==> src/rtl/sensor_win_pack.sv <==
// sensor_win_pack: crops a window out of a raster sensor stream and packs
// in-window 8-bit pixels into 16-bit pairs, marking the final word of each
// line and pulsing frame_done when a bounded window has been fully emitted.
module sensor_win_pack (
   input  logic        pclk,
   input  logic        prst_n,
   input  logic        en,
   input  logic        sof,
   input  logic        hact,
   input  logic [7:0]  pxd,
   input  logic [13:0] win_left,
   input  logic [13:0] win_width,
   input  logic [15:0] win_top,
   input  logic [15:0] win_height,
   output logic [15:0] px_data,
   output logic        px_valid,
   output logic        last_in_line,
   output logic        frame_done,
   output logic        busy
);

   typedef enum logic [1:0] {S_IDLE, S_FRAME, S_FLUSH, S_SKIP} state_t;

   state_t      state_q, state_d;

   // window shadow copies, frozen for the whole frame
   logic [13:0] left_q, left_d, width_q, width_d;
   logic [15:0] top_q, top_d, height_q, height_d;

   // raster position
   logic [13:0] xcnt_q, xcnt_d;
   logic [15:0] ycnt_q, ycnt_d;
   logic        hact_q;
   logic        sofskip_q, sofskip_d;

   // packing storage
   logic [7:0]  half_q, half_d;
   logic        half_vld_q, half_vld_d;
   logic [15:0] hold_q, hold_d;
   logic        hold_vld_q, hold_vld_d;
   logic [15:0] sec_q, sec_d;
   logic        sec_vld_q, sec_vld_d;
   logic        lastl_q, lastl_d;

   // output registers
   logic [15:0] out_data_q, out_data_d;
   logic        out_vld_q, out_vld_d;
   logic        out_last_q, out_last_d;
   logic        done_pend_q, done_pend_d;
   logic        done_q, done_d;

   // window decode; sums are one bit wider so they never wrap
   logic [14:0] x_lim;
   logic [16:0] y_lim;
   logic        x_in, x_last, y_in, y_last;
   logic        hact_fall, pix_in, win_end, line_end;
   logic        pair_done, emit_old;
   logic [15:0] pair_w, hold_n;
   logic        hv_n, halfv_n;
   logic [7:0]  half_n;

   assign x_lim   = {1'b0, left_q} + {1'b0, width_q};
   assign y_lim   = {1'b0, top_q} + {1'b0, height_q};
   assign x_in    = (xcnt_q >= left_q) && ((width_q == 14'd0) || ({1'b0, xcnt_q} < x_lim));
   assign x_last  = (width_q != 14'd0) && ({1'b0, xcnt_q} == (x_lim - 15'd1));
   assign y_in    = (ycnt_q >= top_q) && ((height_q == 16'd0) || ({1'b0, ycnt_q} < y_lim));
   assign y_last  = (height_q != 16'd0) && ({1'b0, ycnt_q} == (y_lim - 17'd1));

   assign hact_fall = hact_q & ~hact;
   assign pix_in    = (state_q == S_FRAME) && !sof && hact && x_in && y_in;
   assign win_end   = pix_in && x_last;
   assign line_end  = (state_q == S_FRAME) && !sof && (hact_fall || win_end);

   // packing state as it stands after absorbing this cycle's pixel
   assign pair_done = pix_in && half_vld_q;
   assign pair_w    = {pxd, half_q};
   assign emit_old  = pair_done && hold_vld_q;
   assign hold_n    = pair_done ? pair_w : hold_q;
   assign hv_n      = pair_done || hold_vld_q;
   assign half_n    = (pix_in && !half_vld_q) ? pxd : half_q;
   assign halfv_n   = pix_in ? !half_vld_q : half_vld_q;

   assign busy         = (state_q != S_IDLE);
   assign px_data      = out_data_q;
   assign px_valid     = out_vld_q;
   assign last_in_line = out_last_q;
   assign frame_done   = done_q;

   // words owed at a line end: at most two, the second goes out from FLUSH
   logic [15:0] w0, w1;
   logic [1:0]  nw;

   // line-end drain list built from the post-pixel packing state
   always_comb begin
      w0 = 16'h0000;
      w1 = 16'h0000;
      nw = 2'd0;
      if (emit_old) begin
         w0 = hold_q;
         w1 = pair_w;
         nw = 2'd2;
      end else if (hv_n && halfv_n) begin
         w0 = hold_n;
         w1 = {8'h00, half_n};
         nw = 2'd2;
      end else if (hv_n) begin
         w0 = hold_n;
         nw = 2'd1;
      end else if (halfv_n) begin
         w0 = {8'h00, half_n};
         nw = 2'd1;
      end
   end

   // next-state and datapath decisions; sof overrides everything
   always_comb begin
      state_d     = state_q;
      left_d      = left_q;
      width_d     = width_q;
      top_d       = top_q;
      height_d    = height_q;
      half_d      = half_q;
      half_vld_d  = half_vld_q;
      hold_d      = hold_q;
      hold_vld_d  = hold_vld_q;
      sec_d       = sec_q;
      sec_vld_d   = sec_vld_q;
      lastl_d     = lastl_q;
      out_data_d  = out_data_q;
      out_vld_d   = 1'b0;
      out_last_d  = 1'b0;
      done_pend_d = 1'b0;
      done_d      = done_pend_q;
      xcnt_d      = hact ? (xcnt_q + 14'd1) : 14'd0;
      ycnt_d      = ycnt_q;
      sofskip_d   = sofskip_q;

      // a sof arriving mid-line must not count that line's end as a new line
      if (sof) begin
         ycnt_d    = 16'd0;
         sofskip_d = hact;
      end else if (hact_fall) begin
         sofskip_d = 1'b0;
         if (!sofskip_q) ycnt_d = ycnt_q + 16'd1;
      end

      if (sof) begin
         half_vld_d = 1'b0;
         hold_vld_d = 1'b0;
         sec_vld_d  = 1'b0;
         if (busy && (height_q == 16'd0)) done_d = 1'b1;
         if (en) begin
            left_d   = win_left;
            width_d  = win_width;
            top_d    = win_top;
            height_d = win_height;
            state_d  = hact ? S_SKIP : S_FRAME;
         end else begin
            state_d = S_IDLE;
         end
      end else begin
         case (state_q)
            S_FRAME: begin
               if (line_end) begin
                  half_vld_d = 1'b0;
                  hold_vld_d = 1'b0;
                  lastl_d    = y_last;
                  sec_d      = w1;
                  sec_vld_d  = (nw == 2'd2);
                  if (nw != 2'd0) begin
                     out_vld_d   = 1'b1;
                     out_data_d  = w0;
                     out_last_d  = (nw == 2'd1);
                     done_pend_d = (nw == 2'd1) && y_last;
                     state_d     = S_FLUSH;
                  end else if (y_last) begin
                     done_pend_d = 1'b1;
                     state_d     = S_IDLE;
                  end
               end else begin
                  if (emit_old) begin
                     out_vld_d  = 1'b1;
                     out_data_d = hold_q;
                  end
                  hold_d     = hold_n;
                  hold_vld_d = hv_n;
                  half_d     = half_n;
                  half_vld_d = halfv_n;
               end
            end
            S_FLUSH: begin
               if (sec_vld_q) begin
                  out_vld_d   = 1'b1;
                  out_last_d  = 1'b1;
                  out_data_d  = sec_q;
                  done_pend_d = lastl_q;
               end
               sec_vld_d = 1'b0;
               if (lastl_q)   state_d = S_IDLE;
               else if (hact) state_d = S_SKIP;
               else           state_d = S_FRAME;
            end
            S_SKIP: begin
               if (!hact) state_d = S_FRAME;
            end
            default: ;
         endcase
      end
   end

   // state register
   always_ff @(posedge pclk or negedge prst_n) begin
      if (!prst_n) state_q <= S_IDLE;
      else         state_q <= state_d;
   end

   // datapath, counters and output registers
   always_ff @(posedge pclk or negedge prst_n) begin
      if (!prst_n) begin
         left_q      <= '0;
         width_q     <= '0;
         top_q       <= '0;
         height_q    <= '0;
         xcnt_q      <= '0;
         ycnt_q      <= '0;
         hact_q      <= 1'b0;
         sofskip_q   <= 1'b0;
         half_q      <= '0;
         half_vld_q  <= 1'b0;
         hold_q      <= '0;
         hold_vld_q  <= 1'b0;
         sec_q       <= '0;
         sec_vld_q   <= 1'b0;
         lastl_q     <= 1'b0;
         out_data_q  <= '0;
         out_vld_q   <= 1'b0;
         out_last_q  <= 1'b0;
         done_pend_q <= 1'b0;
         done_q      <= 1'b0;
      end else begin
         left_q      <= left_d;
         width_q     <= width_d;
         top_q       <= top_d;
         height_q    <= height_d;
         xcnt_q      <= xcnt_d;
         ycnt_q      <= ycnt_d;
         hact_q      <= hact;
         sofskip_q   <= sofskip_d;
         half_q      <= half_d;
         half_vld_q  <= half_vld_d;
         hold_q      <= hold_d;
         hold_vld_q  <= hold_vld_d;
         sec_q       <= sec_d;
         sec_vld_q   <= sec_vld_d;
         lastl_q     <= lastl_d;
         out_data_q  <= out_data_d;
         out_vld_q   <= out_vld_d;
         out_last_q  <= out_last_d;
         done_pend_q <= done_pend_d;
         done_q      <= done_d;
      end
   end

endmodule

==> config.mk <==
export PLATFORM = sky130hd
export DESIGN_NAME = sensor_win_pack
export DESIGN_NICKNAME = d
export VERILOG_FILES = /design/src/rtl/sensor_win_pack.sv
export SDC_FILE = /design/constraint.sdc
export NUM_CORES = 1
export LEC_CHECK = 0
export ABC_AREA = 1
export ABC_CLOCK_PERIOD_IN_PS = 8200
export CORE_MARGIN = 1
export CORE_UTILIZATION = 41
export CTS_BUF_LIST = sky130_fd_sc_hd__clkbuf_8
export DETAILED_ROUTE_END_ITERATION = 16
export PLACE_DENSITY_LB_ADDON = 0.08
export SYNTH_ARGS = -nofsm -noshare
export SYNTH_HDL_FRONTEND = slang
export SYNTH_SLANG_ARGS = --single-unit
==> constraint.sdc <==
create_clock -name pclk -period 8.2 [get_ports pclk]
set_clock_uncertainty 0.15 [all_clocks]
set_input_delay 0.82 -clock pclk [delete_from_list [all_inputs] [get_ports pclk]]
set_output_delay 0.82 -clock pclk [all_outputs]
set_load 0.1 [all_outputs]
# Word level (Yosys, flattened, before mapping)
# Cells that the tools add are included.
# word_totals
ff_bits,158
inputBits,73
out_inout_bits,20
elab_cells,149
# op_classes
addsub,6
magnitude_cmp,4
n_eq_ne,14
mux,60
bitwise_logic,4
reduce_logical,40
# op_table
operator,count
two-way mux 16 bit,12
one-hot mux 16 bit (2 select lines),1
two-way mux 1 bit,28
two-way mux 8 bit,3
two-way mux 2 bit,10
adder 16 x 16 -> 17 bit,1
equality test 16 x 17 -> 1 bit,1
< comparator 16 x 17 -> 1 bit,1
subtractor 17 x 1 -> 17 bit (second input constant),1
adder 16 x 1 -> 16 bit (second input constant),1
>= comparator 16 bit,1
logical AND 1 bit,16
zero test 16 bit,1
nonzero test 16 bit,1
adder 14 x 14 -> 15 bit,1
equality test 14 x 15 -> 1 bit,1
< comparator 14 x 15 -> 1 bit,1
subtractor 15 x 1 -> 15 bit (second input constant),1
adder 14 x 1 -> 14 bit (second input constant),1
>= comparator 14 bit,1
zero test 14 bit,1
two-way mux 14 bit,1
nonzero test 14 bit,1
nonzero test 2 bit,5
18 further kinds,36

# Longest topological paths before layout
# depth
depth_word,17
ltp_mapped,40
ltp_nobuf,38

# Worst setup path after synthesis
# No wires, ideal clock.
# synth_timing
path_type,register -> register
startpoint,register top_q[0]
endpoint,"register out_data_q[0], in the netlist px_data[0]"
setup_ps,68
arrival_time_ps,4710
required_time_ps,7982
slack_ps,3273
path_stages_with_launch,37
n_path_buf,1
period_less_slack_ps,4927
cell_sequence,dfrtp_1 ha_1 fa_1 nand2_1 nand3_1 nand3_1 nand3_1 nand2_1 clkinv_1 ha_1 nand2_1 nor2_1 nand3_1 nand4_1 nand2_1 nand3_1 nand3_1 nand2_1 nand2_1 nand2_1 nand2_1 nand3_1 inv_1 ha_1 clkbuf_1 nor2_1 inv_2 ha_1 nor2_1 nand2_1 o22ai_1 nand2_1 nand2_1 nand2_1 nand3_1 nand2_1 nand2_1
# synth_via
elab_chain_len,14
word_cells_on_any_way,32
classes_between,add/sub: 1; order compare: 2; eq/ne: 2; mux: 14; reduce/logical: 13
# synth_lines
element,line,text
from (decl),28,"logic [15:0] top_q, top_d, height_q, height_d;"
from (signal assigned),243,top_q <= top_d;
adder 16 x 16 -> 17 bit,63,"assign y_lim = {1'b0, top_q} + {1'b0, height_q};"
< comparator 16 x 17 -> 1 bit,66,"assign y_in = (ycnt_q >= top_q) && ((height_q == 16'd0) || ({1'b0, ycnt_q} < y_lim));"
logical OR 1 bit,66,
logical AND 1 bit *,66,
logical AND 1 bit *,70,assign pix_in = (state_q == S_FRAME) && !sof && hact && x_in && y_in;
logical AND 1 bit,80,assign half_n = (pix_in && !half_vld_q) ? pxd : half_q;
two-way mux 8 bit,80,
two-way mux 8 bit,109,end else if (halfv_n) begin
two-way mux 16 bit,106,end else if (hv_n) begin
two-way mux 16 bit,102,end else if (hv_n && halfv_n) begin
two-way mux 16 bit,98,if (emit_old) begin
two-way mux 16 bit,170,if (nw != 2'd0) begin
two-way mux 16 bit,164,if (line_end) begin
one-hot mux 16 bit (2 select lines),162,case (state_q)
to (signal assigned),256,out_data_q <= out_data_d;
to (decl),46,"logic [15:0] out_data_q, out_data_d;"
# Mark *: on every way between the ends. The rest lies on a longest branch, timed or not. The select of a mux whose other input is x is not followed.
# A chain may end at the register's enable or synchronous reset.

# Final worst setup path
# layout_timing
startpoint,register top_q[0]
endpoint,"register out_data_q[9], in the netlist px_data[9]"
# layout_via
elab_chain_len,13
word_cells_on_any_way,29
classes_between,add/sub: 1; order compare: 2; eq/ne: 2; mux: 12; reduce/logical: 12
# layout_lines
element,line
adder 16 x 16 -> 17 bit,63
< comparator 16 x 17 -> 1 bit,66
logical OR 1 bit,66
logical AND 1 bit *,66
logical AND 1 bit *,70
two-way mux 1 bit / logical AND 1 bit (equally long branches),"81, 75"
"two-way mux 1 bit, or another cell as far along",109
"two-way mux 1 bit, or another cell as far along",106
two-way mux 2 bit / two-way mux 16 bit (equally long branches),102
two-way mux 2 bit / two-way mux 16 bit (equally long branches),98
nonzero test 2 bit / two-way mux 16 bit (equally long branches),170
!= test 3 x 2 -> 1 bit (no line) / two-way mux 16 bit (equally long branches),n/a
AND reduction 5 bit (no line) / one-hot mux 16 bit (2 select lines) (equally long branches),n/a
# Marked as above.

==> results_dict.tcl <==
set metrics [dict create \
    min_period_over_period 0.863 \
    seqPwrFrac 0.303 \
    synth_area_um2 11900 \
    cts_made_buffers 17 \
    setup.worst_path.class "flop to flop" \
    postCtsSetupRepairBufs 0 \
    synth_edf_count 0 \
    place_hpwl_um 23100 \
    synth_top_area_cell "dfrtp_1" \
    critPathArrivalTime_ps 7300 \
    max-slew-margin-rel 0.256 \
    intPower_mw 1.67 \
    synth.net_count 1871 \
    dieArea_um2 29600 \
    power_switching_mw 1.46 \
    synth_cell_types 48 \
    n_antenna_cell 0 \
    fin_setup_tns_ps 0 \
    async_flop_share 1.00 \
    crit_start "top_q[0]" \
    crit_family "simple AND/OR/NAND/NOR gates" \
    swShare 0.465 \
    worstMarginPinSlew_ps 1120 \
    cts_sinks 158 \
    crit_cells 36 \
    cpPeakStageDelay_ps 770 \
    drc_errors 0 \
    clock_insertion_delay_worst_skew_ps 490 \
    final_core_util 0.482 \
    maxSlewViolCount 0 \
    pwr-share-comb 0.486 \
    reg2reg_to "px_data[9]" \
    synth_top_area_frac 0.334 \
    dr.pass1.iters 5 \
    path_buf_inv 7 \
    syn_area_per_cell_um2 6.98 \
    cts_tree "done" \
    fp.dieW_um 172 \
    holdCritPathClass "input port to asynchronous set/reset pin" \
    hold_viol 0 \
    holdBufCountCts 0 \
    power_frac_clock 0.211 \
    clock_tree.buffer_depth 2 \
    maxCapViolCount 0 \
    final_cell_mix "nand2_1, inv_1, nor2_1" \
    p_per_area_nw_per_um2 231 \
    crit_end "px_data[9]" \
    root_buffer "clkbuf_8" \
    finalSetupViolations 0 \
    rrSetupSlack_ps 1130 \
    area_delta_synth_final_pct 14.3 \
    end_kind "flop" \
    fmax_mhz 141 \
    routed_wl_um 30500 \
    ir_worst_vdd_uv 143 \
    yosys-top-cells-area "dfrtp_1, nand2_1, ha_1" \
    cp.required_ps 8430 \
    mostFrequentLayoutCell "nand2_1" \
    p_leak_nw 6.81 \
    outcome "completed" \
    row_count 61 \
    htree_levels 4 \
    rsz0062_at_grt "false" \
    avgViaCountPerCell 5.03 \
    track_usage 0.221 \
    place_congestion 0.868 \
    vias 10900 \
    cpMostUsedCell "nand2_1" \
    drive_gt1_frac 0.0543 \
    rr_startpoint "top_q[0]" \
    clkSlewWorstSetupHoldPaths_ps 90 \
    synth-seq-cells 158 \
    yosys_warnings 0 \
    drt_iter0_drc 606 \
    startpoint_type "flop" \
    cts_resized 0 \
    grt_overflow 0 \
    grt_pass1_wl_um 51600 \
    first_global_vias 10600 \
    synthCells 1698 \
    fin_nets 1948 \
    die_height_um 172 \
    min_period_ps 7070 \
    io_pins 93 \
    worst_r2r_path_depth 36 \
    port_buffers 92 \
    synth_ff_type "dfrtp_1" \
    antenna_found_initial 0 \
    critPathSlowestCell "nand2_1" \
    core_um2 28100 \
    seq_area_frac_synth 0.334 \
    initial_core_util 0.422 \
    grt_start_max_net_pins 91 \
    ant_nets 0 \
    crit_path_max_fanout 36 \
    avgRoutedWirePerCell_um 14.1 \
]
-- worst min path at each step --
| stage | cells after the start | endpoint | slack, ps |
|---|---|---|---|
| 6_report | 1 | height_q[1] | 250 |
| 3_3_place_gp | 1 | frame_done | 280 |
| 4_1_cts | 1 | height_q[1] | 260 |
| 3_5_place_dp | 1 | frame_done | 300 |
| 2_1_floorplan | 1 | frame_done | 270 |
| 5_1_grt | 1 | height_q[1] | 300 |
-- layer usage --
layer	share of wire	GRT usage
met1	0.47	0.278
met2	0.49	0.391
met3	0.027	0.0304
met4	0.017	0.0608
met5	0	0
-- power by group through the flow --
stage               Clock (mW)  Combinational (mW)  Sequential (mW)
global route             0.707                1.73            0.965
finish                   0.661                1.52            0.949
detailed placement           0                1.52            0.967
floorplan                    0               0.966             1.15
CTS                      0.682                1.53            0.952
global placement             0                1.51            0.967
-- kinds of logic (layout without fill, tap and decap cells) --
| group | count (synthesis) | count (layout) | synth area share |
|---|---|---|---|
| AND/OR/NAND/NOR | 900 | 900 | 0.318 |
| buffers and inverters | 256 | 346 | 0.0837 |
| AO/OA/AOI/OAI | 228 | 228 | 0.107 |
| flip-flops | 158 | 158 | 0.334 |
| adder cells (fa/ha/maj) | 100 | 100 | 0.107 |
| multiplexers | 39 | 39 | 0.0363 |
| XOR/XNOR | 17 | 17 | 0.0150 |
-- worst reg2reg max path: cells and delay by family, from the launching register on --
| kind | cells | cell delay [ps] |
|---|---|---|
| adder cells (fa/ha/maj) | 4 | 1600 |
| flip-flops | 1 | 410 |
| AO/OA/AOI/OAI | 1 | 80 |
| AND/OR/NAND/NOR | 24 | 3240 |
| buffers and inverters | 7 | 1470 |
-- sequential cells by signal, indices dropped and copies added (netlist names), 2 cells and up --
name      count
half_q        8
height_q     16
hold_q       16
left_q       14
px_data      16
sec_q        16
state_q       2
top_q        16
width_q      14
xcnt_q       14
ycnt_q       16
-- cell usage after synthesis (9+ instances only) --
| cell | instances |
|---|---|
| clkbuf_1 | 20 |
| nand3_1 | 123 |
| a21oi_1 | 98 |
| mux2_2 | 32 |
| buf_2 | 10 |
| nor2_1 | 172 |
| o21ai_0 | 80 |
| ha_1 | 98 |
| nor3_1 | 23 |
| o21ai_1 | 11 |
| dfrtp_1 | 158 |
| nand2_1 | 516 |
| o22ai_1 | 9 |
| nand4_1 | 35 |
| inv_1 | 207 |
-- through the flow --
stage	area [um^2]	hold slack [ps]	setup slack (ps)	cells	total power [mW]
2_1_floorplan	11900	267	3270	1698	2.12
3_3_place_gp	13100	285	1340	2134	2.47
3_5_place_dp	13100	301	1090	2134	2.49
4_1_cts	13500	263	1060	2166	3.17
5_1_grt	13500	301	316	2166	3.40
6_report	13500	253	1130	2166	3.13
-- final cells by class --
| cell class | instances | area [um^2] |
|---|---|---|
| clock buffers | 17 | 234 |
| clock inverters | 15 | 198 |
| fillers | 2950 | 14500 |
| inverters | 218 | 818 |
| multi-input cells | 1284 | 6910 |
| flip-flops and latches | 158 | 3950 |
| well taps | 378 | 473 |
| repair buffers | 96 | 952 |
No activity file was read; power rests on OpenSTA's default activity.
